===== src/rtl/traffic_intersection_ctrl.sv =====
// Two-road intersection sequencer with an optional pedestrian phase after AR2.
// Lamps and BCD digits are decoded from the registered state and countdown.
module traffic_intersection_ctrl #(
    parameter int CNT_WIDTH   = 6,
    parameter int GREEN_TIME  = 14,
    parameter int YELLOW_TIME = 2,
    parameter int ALLRED_TIME = 1,
    parameter int PED_TIME    = 9
) (
    input  logic                 clk,
    input  logic                 rst,
    input  logic                 en,
    input  logic                 ped_req,
    output logic                 ns_red,
    output logic                 ns_yel,
    output logic                 ns_grn,
    output logic                 ew_red,
    output logic                 ew_yel,
    output logic                 ew_grn,
    output logic                 ped_walk,
    output logic [2:0]           phase,
    output logic [CNT_WIDTH-1:0] count,
    output logic [3:0]           bcd_tens,
    output logic [3:0]           bcd_ones
);

    typedef enum logic [2:0] {
        IDLE   = 3'd0,
        NS_GRN = 3'd1,
        NS_YEL = 3'd2,
        AR1    = 3'd3,
        EW_GRN = 3'd4,
        EW_YEL = 3'd5,
        AR2    = 3'd6,
        PED    = 3'd7
    } state_t;

    state_t               state, state_nxt;
    logic [CNT_WIDTH-1:0] cnt_nxt;
    logic                 ped_pending;
    logic                 ped_clr;
    logic [6:0]           cnt7;

    function automatic logic [CNT_WIDTH-1:0] dwell(input state_t s);
        case (s)
            NS_GRN, EW_GRN: dwell = CNT_WIDTH'(GREEN_TIME);
            NS_YEL, EW_YEL: dwell = CNT_WIDTH'(YELLOW_TIME);
            AR1, AR2:       dwell = CNT_WIDTH'(ALLRED_TIME);
            PED:            dwell = CNT_WIDTH'(PED_TIME);
            default:        dwell = '0;
        endcase
    endfunction

    always_ff @(posedge clk or posedge rst) begin
        if (rst) begin
            state <= IDLE;
            count <= '0;
        end else begin
            state <= state_nxt;
            count <= cnt_nxt;
        end
    end

    // A new request on the PED entry edge outranks the clear, so it is served next rotation.
    always_ff @(posedge clk or posedge rst) begin
        if (rst)          ped_pending <= 1'b0;
        else if (ped_req) ped_pending <= 1'b1;
        else if (ped_clr) ped_pending <= 1'b0;
    end

    always_comb begin
        state_nxt = state;
        cnt_nxt   = count;
        ped_clr   = 1'b0;
        if (state == IDLE) begin
            if (en) begin
                state_nxt = NS_GRN;
                cnt_nxt   = dwell(NS_GRN);
            end
        end else if (en) begin
            if (count != '0) begin
                cnt_nxt = count - CNT_WIDTH'(1);
            end else begin
                case (state)
                    NS_GRN:  state_nxt = NS_YEL;
                    NS_YEL:  state_nxt = AR1;
                    AR1:     state_nxt = EW_GRN;
                    EW_GRN:  state_nxt = EW_YEL;
                    EW_YEL:  state_nxt = AR2;
                    AR2:     state_nxt = ped_pending ? PED : NS_GRN;
                    PED:     state_nxt = NS_GRN;
                    default: state_nxt = IDLE;
                endcase
                cnt_nxt = dwell(state_nxt);
                ped_clr = (state_nxt == PED);
            end
        end
    end

    always_comb begin
        ns_red   = 1'b1;
        ns_yel   = 1'b0;
        ns_grn   = 1'b0;
        ew_red   = 1'b1;
        ew_yel   = 1'b0;
        ew_grn   = 1'b0;
        ped_walk = 1'b0;
        case (state)
            NS_GRN:  begin ns_red = 1'b0; ns_grn = 1'b1; end
            NS_YEL:  begin ns_red = 1'b0; ns_yel = 1'b1; end
            EW_GRN:  begin ew_red = 1'b0; ew_grn = 1'b1; end
            EW_YEL:  begin ew_red = 1'b0; ew_yel = 1'b1; end
            PED:     ped_walk = 1'b1;
            default: ;
        endcase
    end

    assign phase    = state;
    assign cnt7     = 7'(count);
    assign bcd_tens = 4'(cnt7 / 7'd10);
    assign bcd_ones = 4'(cnt7 % 7'd10);

endmodule


===== config.mk =====
export PLATFORM = sky130hd
export DESIGN_NAME = traffic_intersection_ctrl
export DESIGN_NICKNAME = d
export VERILOG_FILES = /design/src/rtl/traffic_intersection_ctrl.sv
export SDC_FILE = /design/constraint.sdc
export NUM_CORES = 1
export LEC_CHECK = 0
export BUFFER_PORTS_ARGS = -buffer_cell sky130_fd_sc_hd__buf_4
export CORE_ASPECT_RATIO = 0.5
export CORE_UTILIZATION = 30
export DETAILED_ROUTE_END_ITERATION = 8
export PLACE_DENSITY = 0.53
export SLEW_MARGIN = 20
export SYNTH_ARGS = -nofsm -noshare
export SYNTH_HDL_FRONTEND = slang
export SYNTH_SLANG_ARGS = --single-unit
export TNS_END_PERCENT = 30

===== constraint.sdc =====
create_clock -name clk -period 6.6 [get_ports clk]
set_input_delay 0.33 -clock clk [delete_from_list [all_inputs] [get_ports clk]]
set_output_delay 0.33 -clock clk [all_outputs]
set_load 0.01 [all_outputs]

# Word level (Yosys, flattened, before mapping)
# Cells that the tools add are included.
dict set report totals {
  ff_bits 10
  inputBits 4
  out_inout_bits 24
}
dict set report classes {
  n_addsub 1
  div 2
  eq_ne 15
  n_mux 26
  n_reduce_logical 9
}
# cell n
set ops {}
lappend ops {{== test 3 bit, second input constant} 8}
lappend ops {{2-to-1 mux 3 bit} 8}
lappend ops {{2-to-1 mux 6 bit} 4}
lappend ops {{case mux 3 bit (7 select lines)} 1}
lappend ops {{case mux 4 bit (4 select lines)} 1}
lappend ops {{== test 3 x 2 -> 1 bit, second input constant} 4}
lappend ops {{2-to-1 mux 1 bit} 12}
lappend ops {{OR reduction 2 bit} 5}
lappend ops {{divider 6 x 4 -> 7 bit, second input constant} 1}
lappend ops {{remainder unit 6 x 4 -> 7 bit, second input constant} 1}
lappend ops {{== test 3 x 1 -> 1 bit, second input constant} 2}
lappend ops {{nonzero test 6 bit} 1}
lappend ops {{subtractor 6 x 1 -> 6 bit, second input constant} 1}
lappend ops {{zero test 3 bit} 1}
lappend ops {{!= test 2 bit, second input constant} 1}
lappend ops {{AND reduction 2 bit} 1}
lappend ops {{nonzero test 2 bit} 1}

# Longest topological paths before layout
dict set report logic_depth {
  depth_word 11
  ltp_mapped 10
}

# Worst setup path after synthesis
# Ideal clock, no wire load.
dict set report synth_timing {
  kind {register -> output}
  from {register count[2]}
  to {output port bcd_ones[2]}
  arrival_ps 2445
  t_required_ps 6270
  path_slack_ps 3825
  stages_incl_launch_ff 11
  cell_sequence {dfrtp_1 > buf_6 > nand2b_4 > and4_2 > a221oi_1 > ha_1 > buf_4 > inv_1 > o2111a_1 > o32ai_2 > mux2i_1}
}
dict set report synth_via {
  elab_chain_cells 1
}
# element line_no
set synth_lines {}
lappend synth_lines {{from (decl)} 22} ;# output logic [CNT_WIDTH-1:0] count,
lappend synth_lines {{from (signal assigned)} 60} ;# count <= cnt_nxt;
lappend synth_lines {{remainder unit 6 x 4 -> 7 bit} 121} ;# assign bcd_ones = 4'(cnt7 % 7'd10);
lappend synth_lines {{to (decl)} 24} ;# output logic [3:0] bcd_ones
# Every way passes these cells.

# Worst setup path after layout
dict set report layout_timing {
  from {register count[3]}
  to {output port bcd_ones[2]}
}
# Same word-level chain as after synthesis.

==> out/metrics.yaml <==
synth.avg_cell_area_um2: 7.86
cts.sinks: 10
cts_hold_buf: 0
cp_max_fo: 15
post-cts-setup-buffer-count: 0
clock_latency_ns: 0.23
layout.nets: 152
drc_errors: 0
cts_buffers: 3
post-dp-hpwl_mm: 1.64
drive_gt1_share_pct: 25.9
crit_path_end_kind: "primary output"
fin_crit_sh_pct: 51.5
grt_max_degree: 16
ys_seq_elements: 10
synth.most_common_cell: "nor2_1"
grt_pass1_vias: 788
place.gp.congestion: 0.746
post-route-min-period_ns: 3.40
first_pass_iters: 5
clkTransAtPathRegs_ns: 0.05
yosys.area.top_type: "dfrtp_1"
yosys-top-cells-count: "nor2_1, nand2_1, inv_1"
synth_edf_count: 0
leakagePower_nw: 0.563
io_pins: 28
netlist_area_um2: 982
yosysTopAreaCellShare_pct: 25.5
drtAntennaViolNets: 0
rows: 14
cts.htree.levels: 1
syn2layout_area_growth_pct: 22.3
synth_cell_types: 46
start_util_pct: 32.0
hold_path_class: "input port to async pin"
wl_per_cell_um: 12.2
p_total_mw: 0.679
synthFlopType: "dfrtp_1"
yosysWarningCount: 0
fp.dieH_um: 42.5
drv_cap: 0
grt_pass1_wl_mm: 3.66
power_density_mw_per_mm2: 565
die_area_mm2: 0.00352
syn-num-nets: 133
overflow: 0
seq_area_frac_synth_pct: 25.5
drt_iter0_drc: 27
post_cts_resized: 0
cts_buffer_depth: 2
antenna_found_initial: 0
cts_tree: "yes"
gr-usage-all-layers_pct: 12.9
timing.fmax_ghz: 0.294
vias_per_cell: 5.16
io_buffers: 26
async_flop_share_pct: 100
cp.required_ns: 6.27
finalSetupViolCount: 0
hold_viol_final: 0
start_kind: "flop"
wl_mm: 2.23
rsz0062_at_grt: "false"
max_slew_margin_pct: 63.5
vias: 944
slew_viol_final: 0
fin_worst_skew_ns: 0.00144
max_slew.worst_pin.slew_ns: 0.548
synth_cells: 125
n_antenna_cell: 0
path_class: "flop to primary output"
coreArea_mm2: 0.00307
tns_ns: 0
run_status: "finished, final reports clean"
peakVddDrop_v: 0.000211
cts_root_buffer: "clkbuf_8"
die_w_um: 82.9
synth_area_leaders: "dfrtp_1, nor2_1, ha_1"
worst_ep_arrival_time_ns: 3.07
## placed cells by master (no fill, tap or decap), types with 2 or more instances in the layout
| cell type | count |
|---|---|
| buf_4 | 26 |
| nor2_1 | 15 |
| nand2_1 | 12 |
| inv_1 | 11 |
| dfrtp_1 | 10 |
| o21ai_0 | 7 |
| ha_1 | 4 |
| clkbuf_8 | 4 |
| nor2b_1 | 3 |
| nand3_1 | 3 |
| a22o_1 | 3 |
| a21oi_1 | 3 |
| nand2b_1 | 3 |
| mux2i_1 | 3 |
| and2_1 | 2 |
| and3_1 | 2 |
| nand4_1 | 2 |
| o31ai_1 | 2 |
| nor3_1 | 2 |
| a31oi_1 | 2 |
| o22ai_1 | 2 |
## layout make-up
| cell class | count | area [um2] |
|---|---|---|
| flip-flops and latches | 10 | 250 |
| well taps | 40 | 50.0 |
| multi-input cells | 92 | 609 |
| clock buffers | 4 | 55.1 |
| fillers | 315 | 1860 |
| repair buffers | 26 | 195 |
| inverters | 11 | 41.3 |
## registers in the layout, indices dropped and copies added (netlist names)
signal and cells:
phase 3, ped_pending 1, count 6
## worst paths after layout
path                                         start                 endpoint  slack (ns)  depth (start not counted)
max                           count[3]$_DFFE_PP0P_              bcd_ones[2]        3.20                          9
max in group asynchronous                      rst     phase[1]$_DFFE_PP0P_        6.24                          2
min in group clk                           ped_req  ped_pending$_DFFE_PP0P_        0.29                          2
max reg2reg                   count[1]$_DFFE_PP0P_     count[1]$_DFFE_PP0P_        4.83                          6
min reg2reg                ped_pending$_DFFE_PP0P_  ped_pending$_DFFE_PP0P_        0.55                          2
min                                            rst     count[3]$_DFFE_PP0P_        0.08                          2
## power breakdown
part           total [mW]  leakage [nW]  internal [mW]  switching, mW
clock network      0.0763        0.0288         0.0524         0.0239
registers           0.163         0.114         0.0852         0.0781
logic               0.439         0.421          0.230          0.209
## per-stage QoR
| stage | cell area, um2 | std cells | hold slack, ns | util [%] | setup slack, ns |
|---|---|---|---|---|---|
| detailed placement | 1150 | 179 | 0.353 | 37.4 | 3.44 |
| CTS | 1200 | 183 | 0.102 | 39.2 | 3.18 |
| global placement | 1150 | 179 | 0.349 | 37.4 | 3.55 |
| global route | 1200 | 183 | 0.114 | 39.2 | 2.94 |
| finish | 1200 | 183 | 0.0786 | 39.2 | 3.20 |
| floorplan | 982 | 125 | 0.170 | - | 3.83 |
## critical path, cell delays in order (launching register included)
cell and delay [ns]:
dfrtp_1 0.68, inv_1 0.17, and4_2 0.24, a221oi_1 0.30, ha_1 0.39, inv_1 0.07
o2111a_1 0.25, o32ai_2 0.37, mux2i_1 0.22, buf_4 0.14
## logic make-up (layout without fill, tap and decap cells)
group / Yosys count / count (layout) / synth area share (%)
xor+xnor: 2 / 2 / 1.78
buf+inv: 23 / 41 / 12.5
simple gates: 51 / 51 / 27.5
flops: 10 / 10 / 25.5
mux: 3 / 3 / 3.06
other cells: 1 / 1 / 0.382
fa+ha+maj: 4 / 4 / 5.10
compound gates: 31 / 31 / 24.2
## metal layers
| layer | vias up | routed length, um | track usage, % |
|---|---|---|---|
| li1 | 473 | - | - |
| met1 | 432 | 1160 | 18.8 |
| met2 | 35 | 924 | 18.5 |
| met3 | 4 | 121 | 2.36 |
| met4 | 0 | 23 | 5.52 |
| met5 | - | 0 | 0 |
Power figures use the tool's default switching activity.
